[config.mk]
export PLATFORM = sky130hd
export DESIGN_NAME = rmi_bank_writer
export DESIGN_NICKNAME = d
export VERILOG_FILES = /design/src/rtl/rmi_pkg.sv /design/src/rtl/rmi_bank_decode.sv /design/src/rtl/rmi_bank_writer.sv
export SDC_FILE = /design/constraint.sdc
export NUM_CORES = 1
export LEC_CHECK = 0
export CAP_MARGIN = 10
export CORE_ASPECT_RATIO = 1.1
export CORE_MARGIN = 4
export CORE_UTILIZATION = 41
export CTS_BUF_LIST = sky130_fd_sc_hd__clkbuf_4
export DETAILED_ROUTE_END_ITERATION = 8
export MAX_ROUTING_LAYER = met4
export PLACE_DENSITY_LB_ADDON = 0.15
export SLEW_MARGIN = 40
export SYNTH_ARGS = -nofsm -noshare
export SYNTH_HDL_FRONTEND = slang
export SYNTH_SLANG_ARGS = --single-unit
[constraint.sdc]
create_clock -name clk -period 2.07 [get_ports clk]
set_clock_uncertainty 0.05 [all_clocks]
set_input_delay 0.5175 -clock clk [delete_from_list [all_inputs] [get_ports clk]]
set_output_delay 0.5175 -clock clk [all_outputs]
set_load 0.05 [all_outputs]
[src/rtl/rmi_pkg.sv]
// ---------------------------------------------------------------------------
// rmi_pkg
// Shared definitions for the RMI schedule-loading blocks:
//   - RMI_DATA_W / RMI_ADDR_W : default word and BRAM address widths
//   - rmi_state_e             : bank writer controller states
//   - rmi_clog2               : width of a bank index (never less than 1 bit)
// No ports (package).
// ---------------------------------------------------------------------------
package rmi_pkg;

    localparam int RMI_DATA_W = 32;
    localparam int RMI_ADDR_W = 8;

    typedef enum logic [2:0] {
        ST_INIT,
        ST_IDLE,
        ST_LOAD,
        ST_COMMIT,
        ST_WAIT_SYNC
    } rmi_state_e;

    // Bits needed to index 'value' items; a lone bank still gets one bit so
    // that select buses never collapse to zero width.
    function automatic int rmi_clog2(input int value);
        int width;
        width = 1;
        while ((1 << width) < value) begin
            width++;
        end
        return width;
    endfunction

endpackage

[src/rtl/rmi_bank_decode.sv]
// ---------------------------------------------------------------------------
// rmi_bank_decode
// Turns a target bank index plus a write strobe into a registered one-hot
// write-enable vector, one bit per bank BRAM port.
// Ports:
//   clk      in   1            posedge clock
//   rst_n    in   1            asynchronous active-low reset
//   i_en     in   1            a write happens this cycle
//   i_bank   in   SEL_W        bank that receives the write
//   o_wr_en  out  NUM_BANKS    one-hot enable, valid the cycle after i_en
// ---------------------------------------------------------------------------
module rmi_bank_decode
    import rmi_pkg::*;
#(
    parameter int NUM_BANKS = 2,
    parameter int SEL_W     = rmi_clog2(NUM_BANKS)
) (
    input  logic                 clk,
    input  logic                 rst_n,
    input  logic                 i_en,
    input  logic [SEL_W-1:0]     i_bank,
    output logic [NUM_BANKS-1:0] o_wr_en
);

    logic [NUM_BANKS-1:0] w_oneHot;
    logic [NUM_BANKS-1:0] r_wrEn;

    // Compare against every bank number instead of shifting, so bank indices
    // that do not exist (non power-of-two bank counts) can never light a bit.
    always_comb begin
        w_oneHot = '0;
        for (int b = 0; b < NUM_BANKS; b++) begin
            w_oneHot[b] = i_en && (i_bank == SEL_W'(b));
        end
    end

    always_ff @(posedge clk or negedge rst_n) begin
        if (!rst_n) begin
            r_wrEn <= '0;
        end else begin
            r_wrEn <= w_oneHot;
        end
    end

    assign o_wr_en = r_wrEn;

endmodule

[src/rtl/rmi_bank_writer.sv]
// ---------------------------------------------------------------------------
// rmi_bank_writer
// Multi-bank schedule loader. Streams DEPTH schedule words into one of
// NUM_BANKS write-only BRAM ports, then commits that bank as the active read
// bank. Loads always target the bank after the one being read (round robin),
// so the bank in use by the reader is never overwritten. After reset the
// controller fills bank 0 on its own, without a tx request.
//
// Optional feature macro: RMI_SWAP_SYNC_EN
//   defined   : adds input frame_sync; a requested load's commit is held in
//               WAIT_SYNC until frame_sync is high (the power-up load does not
//               wait).
//   undefined : no frame_sync port; commit takes exactly one cycle.
//
// Ports:
//   clk          in   1            posedge clock
//   rst_n        in   1            asynchronous active-low reset
//   tx           in   1            load request, sampled every cycle
//   sched_valid  in   1            schedule word valid
//   sched_data   in   DATA_W       schedule word
//   frame_sync   in   1            swap permission (RMI_SWAP_SYNC_EN only)
//   sched_ready  out  1            sched_data accepted this cycle if valid
//   wr_en        out  NUM_BANKS    one-hot bank write enable
//   wr_addr      out  ADDR_W       write address (0 when no write)
//   wr_data      out  DATA_W       write data (0 when no write)
//   sel_bank     out  SEL_W        active read bank
//   sched_ok     out  1            sel_bank holds a complete schedule
//   busy         out  1            load or commit in progress
//   done         out  1            pulse, cycle after sel_bank is updated
//   tx_dropped   out  1            pulse, tx arrived while not idle
// ---------------------------------------------------------------------------
module rmi_bank_writer
    import rmi_pkg::*;
#(
    parameter int DATA_W    = RMI_DATA_W,
    parameter int ADDR_W    = RMI_ADDR_W,
    parameter int DEPTH     = 6,
    parameter int NUM_BANKS = 2
) (
    input  logic                          clk,
    input  logic                          rst_n,
    input  logic                          tx,
    input  logic                          sched_valid,
    input  logic [DATA_W-1:0]             sched_data,
`ifdef RMI_SWAP_SYNC_EN
    input  logic                          frame_sync,
`endif
    output logic                          sched_ready,
    output logic [NUM_BANKS-1:0]          wr_en,
    output logic [ADDR_W-1:0]             wr_addr,
    output logic [DATA_W-1:0]             wr_data,
    output logic [rmi_clog2(NUM_BANKS)-1:0] sel_bank,
    output logic                          sched_ok,
    output logic                          busy,
    output logic                          done,
    output logic                          tx_dropped
);

    localparam int SEL_W = rmi_clog2(NUM_BANKS);
    // One extra bit so the count can sit at DEPTH even when DEPTH == 2**ADDR_W.
    localparam int CNT_W = ADDR_W + 1;
    localparam logic [CNT_W-1:0] LAST_BEAT = CNT_W'(DEPTH - 1);
    localparam logic [SEL_W-1:0] LAST_BANK = SEL_W'(NUM_BANKS - 1);

    rmi_state_e        r_state;
    logic [SEL_W-1:0]  r_tgtBank;
    logic [SEL_W-1:0]  r_selBank;
    logic [CNT_W-1:0]  r_count;
    logic              r_ready;
    logic              r_schedOk;
    logic              r_busy;
    logic              r_doneArm;
    logic              r_done;
    logic              r_txDropped;
    logic [ADDR_W-1:0] r_wrAddr;
    logic [DATA_W-1:0] r_wrData;

    logic              w_beat;
    logic              w_commitNow;
    logic [SEL_W-1:0]  w_nextBank;

    // Ready is only ever high in LOAD, so a beat needs no state qualifier.
    assign w_beat = sched_valid && r_ready;

    // Explicit wrap instead of '%' so non power-of-two bank counts go
    // NUM_BANKS-1 -> 0 without relying on the select width.
    assign w_nextBank = (r_selBank == LAST_BANK) ? '0 : r_selBank + 1'b1;

`ifdef RMI_SWAP_SYNC_EN
    // Marks the power-up fill, which is allowed to commit without frame_sync.
    logic r_initLoad;

    always_ff @(posedge clk or negedge rst_n) begin
        if (!rst_n) begin
            r_initLoad <= 1'b0;
        end else if (r_state == ST_INIT) begin
            r_initLoad <= 1'b1;
        end else if ((r_state == ST_IDLE) && tx) begin
            r_initLoad <= 1'b0;
        end
    end

    assign w_commitNow = ((r_state == ST_COMMIT) && (r_initLoad || frame_sync)) ||
                         ((r_state == ST_WAIT_SYNC) && frame_sync);
`else
    assign w_commitNow = (r_state == ST_COMMIT);
`endif

    // Controller. The commit action sits after the case statement so both
    // COMMIT and WAIT_SYNC share it; its state assignment takes precedence.
    always_ff @(posedge clk or negedge rst_n) begin
        if (!rst_n) begin
            r_state     <= ST_INIT;
            r_tgtBank   <= '0;
            r_selBank   <= '0;
            r_count     <= '0;
            r_ready     <= 1'b0;
            r_schedOk   <= 1'b0;
            r_busy      <= 1'b0;
            r_doneArm   <= 1'b0;
            r_done      <= 1'b0;
            r_txDropped <= 1'b0;
            r_wrAddr    <= '0;
            r_wrData    <= '0;
        end else begin
            r_doneArm   <= 1'b0;
            r_done      <= r_doneArm;
            r_txDropped <= tx && (r_state != ST_IDLE);
            r_wrAddr    <= '0;
            r_wrData    <= '0;

            case (r_state)
                ST_INIT: begin
                    r_tgtBank <= '0;
                    r_count   <= '0;
                    r_ready   <= 1'b1;
                    r_busy    <= 1'b1;
                    r_state   <= ST_LOAD;
                end

                ST_IDLE: begin
                    if (tx) begin
                        r_tgtBank <= w_nextBank;
                        r_count   <= '0;
                        r_ready   <= 1'b1;
                        r_busy    <= 1'b1;
                        r_state   <= ST_LOAD;
                    end
                end

                ST_LOAD: begin
                    if (w_beat) begin
                        r_wrAddr <= r_count[ADDR_W-1:0];
                        r_wrData <= sched_data;
                        r_count  <= r_count + 1'b1;
                        if (r_count == LAST_BEAT) begin
                            r_ready <= 1'b0;
                            r_state <= ST_COMMIT;
                        end
                    end
                end

                ST_COMMIT: begin
`ifdef RMI_SWAP_SYNC_EN
                    if (!w_commitNow) begin
                        r_state <= ST_WAIT_SYNC;
                    end
`endif
                end

                ST_WAIT_SYNC: begin
`ifndef RMI_SWAP_SYNC_EN
                    // Unreachable without swap sync; recover to idle anyway.
                    r_state <= ST_IDLE;
`endif
                end

                default: begin
                    r_state <= ST_INIT;
                end
            endcase

            if (w_commitNow) begin
                r_selBank <= r_tgtBank;
                r_schedOk <= 1'b1;
                r_doneArm <= 1'b1;
                r_busy    <= 1'b0;
                r_state   <= ST_IDLE;
            end
        end
    end

    rmi_bank_decode #(
        .NUM_BANKS (NUM_BANKS),
        .SEL_W     (SEL_W)
    ) u_decode (
        .clk     (clk),
        .rst_n   (rst_n),
        .i_en    (w_beat),
        .i_bank  (r_tgtBank),
        .o_wr_en (wr_en)
    );

    assign sched_ready = r_ready;
    assign wr_addr     = r_wrAddr;
    assign wr_data     = r_wrData;
    assign sel_bank    = r_selBank;
    assign sched_ok    = r_schedOk;
    assign busy        = r_busy;
    assign done        = r_done;
    assign tx_dropped  = r_txDropped;

endmodule

==> impl_metrics.json <==
{
  "wl_per_cell_um": 14.3,
  "synth_area_um2": 2320,
  "async_flop_share": 1.00,
  "synth_most_common_cell": "dfrtp_1",
  "io_pins": 84,
  "synth_edf_count": 0,
  "overflow": 0,
  "track_usage": 0.168,
  "clock.fmax_mhz": 495,
  "cap_violations": 0,
  "p_leak_uw": 0.00175,
  "vias": 1723,
  "insertion_delay_ps": 380,
  "ys_warn_count": 0,
  "min_from": "r_doneArm",
  "syn_inst": 181,
  "avgSynthCellArea_um2": 12.8,
  "first_global_vias": 1717,
  "cts_sinks": 61,
  "cts-root-buf": "clkbuf_4",
  "htree_levels": 3,
  "synth_top_cell_area_share": 0.658,
  "nFillCells": 470,
  "place_hpwl_um": 3790,
  "row_count": 28,
  "layout.nets": 333,
  "hold_viol": 0,
  "die_h_um": 86.9,
  "synthToLayoutAreaGrowth_pct": 48.9,
  "setup_viol": 0,
  "wirelength_um": 5270,
  "fin_crit_sh": 0.976,
  "dr.pass1.iters": 4,
  "clk_pin_slew_ps": 90,
  "cp_data_required_time_ps": 2330,
  "cts_buffer_depth": 2,
  "cts_buffers": 9,
  "synth_seq_cells": 61,
  "ys_seq_area_frac": 0.658,
  "gp_congestion": 0.826,
  "worstSetupPathType": "flop to flop",
  "holdPathEnd": "done",
  "slew_headroom": 0.664,
  "ys.flop_type": "dfrtp_1",
  "cp_data_arrival_time_ps": 2280,
  "peakVddDrop_mv": 0.712,
  "hold_ws_ps": 310,
  "grt_pass1_wl_um": 8450,
  "antenna_found_initial": 0,
  "yosys-top-cells-area": "dfrtp_1, and2_1, ha_1",
  "placed_cell_area_um2": 3330,
  "timing.setup.tns_ps": 0,
  "yosys-top-cells-count": "dfrtp_1, and2_1, ha_1, nand2_1, nor2_1",
  "cellPowerDensity_nw_per_um2": 1100,
  "grt_max_degree": 41,
  "cp-start-kind": "flop",
  "rrSetupSlack_ps": 50,
  "postRouteAntennaNets": 0,
  "slew_violations": 0,
  "post-place-cells": 351,
  "diodes": 0,
  "worstPathMaxFanout": 5,
  "final_cells": 369,
  "synth_area_leader_cell": "dfrtp_1",
  "fin_crit_ps": 2020,
  "drt_iter0_drc": 77,
  "syn_nets": 225,
  "die_x_um": 79.7,
  "timing.rr.end": "r_count[8]",
  "coreArea_um2": 5430,
  "rr_worst_depth": 5,
  "hold_path.class": "flop to flop",
  "die-area_um2": 6920,
  "fin_area_um2": 3450,
  "via_per_inst": 4.67,
  "r2r-start": "r_state[0]",
  "drive_above_1_share": 0.214,
  "cts_tree": "done",
  "drc": 0,
  "start_util": 0.427,
  "endpoint_kind": "flop",
  "worst_pin_slew_ps": 506,
  "whs_path_depth": 0,
  "portBuffers": 83,
  "synth.distinct_cells": 32,
  "status": "complete, no violations"
}
-- flip-flops by register name, indices dropped and copies added, names as in the netlist --
register	flops
u_decode.o_wr_en	2
r_doneArm	1
busy	1
wr_addr	8
sched_ok	1
sel_bank	1
r_tgtBank	1
sched_ready	1
tx_dropped	1
r_count	9
wr_data	32
done	1
r_state	2
-- worst max-delay path, stage by stage (launching register included) --
cell	delay (ps)
dfrtp_2	450
ha_1	220
nand2b_4	150
or3_4	390
or4_1	530
a21oi_1	160
-- report_power, final --
part / leakage, µW / switching (µW) / internal [µW]
combinational: 0.000871 / 959 / 566
sequential: 0.000812 / 100 / 1380
clock: 0.0000689 / 409 / 368
-- how the worst max path moves through the flow --
stage	slack [ps]	endpoint	cells past startpoint	from
floorplan	40	r_count[7]	6	r_state[0]
global placement	-200	r_count[8]	5	tx
detailed placement	-270	r_count[7]	5	tx
CTS	3	r_count[7]	6	r_state[0]
global route	-3	r_count[7]	5	r_state[0]
finish	50	r_count[8]	5	r_state[0]
-- cells by family (layout without fill, tap and decap cells) --
| family | after synthesis | after routing | share of synthesized area |
|---|---|---|---|
| simple gates | 78 | 78 | 0.203 |
| compound gates | 20 | 20 | 0.0577 |
| mux | 2 | 2 | 0.00917 |
| flops | 61 | 61 | 0.658 |
| buf+inv | 8 | 121 | 0.0129 |
| fa+ha+maj | 8 | 8 | 0.0432 |
| xor+xnor | 4 | 4 | 0.0151 |
-- what timing repair did --
action / 4_1_cts / 5_1_grt
setup buffers: 1 / 0
pin swaps: 0 / 1
resized for setup: 34 / 4
hold endpoints to repair: 14 / 0
hold buffers: 1 / 0
setup endpoints to repair: 32 / 3
-- cell usage in the layout, fill, tap and decap left out, drive strengths merged, types with 6 or more instances in the layout --
cell type,synthesis,routed
dfrtp,61,61
and2,40,40
buf,0,35
clkdlybuf4s50,0,34
dlygate4sd2,0,31
clkbuf,4,10
nand2,8,8
nor2,8,8
ha,8,8
a21oi,6,6
-- per-layer routing --
metal | GRT usage | vias up | wire length, µm
met3 | 0.0424 | 14 | 385
met2 | 0.254 | 63 | 2580
met4 | 0.0969 | 0 | 130
li1 | - | 825 | -
met5 | - | - | 0
met1 | 0.203 | 821 | 2180
-- stage by stage --
| step | worst slack, ps | power, µW | util |
|---|---|---|---|
| 4_1_cts | 3.13 | 3820 | 0.634 |
| 5_1_grt | -3.06 | 4020 | 0.636 |
| 2_1_floorplan | 38.1 | 2450 | - |
| 6_report | 50.3 | 3780 | 0.636 |
| 3_5_place_dp | -275 | 3080 | 0.612 |
| 3_3_place_gp | -196 | 3060 | 0.612 |
-- area by class of cell --
cell class	instances	area [µm²]	area share
timing repair buffer	101	907	0.263
multi-input combinational	112	779	0.226
clock inverter	6	53.8	0.0156
sequential	61	1530	0.443
inverter	4	15.0	0.00435
clock buffer	10	75.1	0.0217
tap	75	93.8	0.0272
No activity file was read; power rests on OpenSTA's default activity.
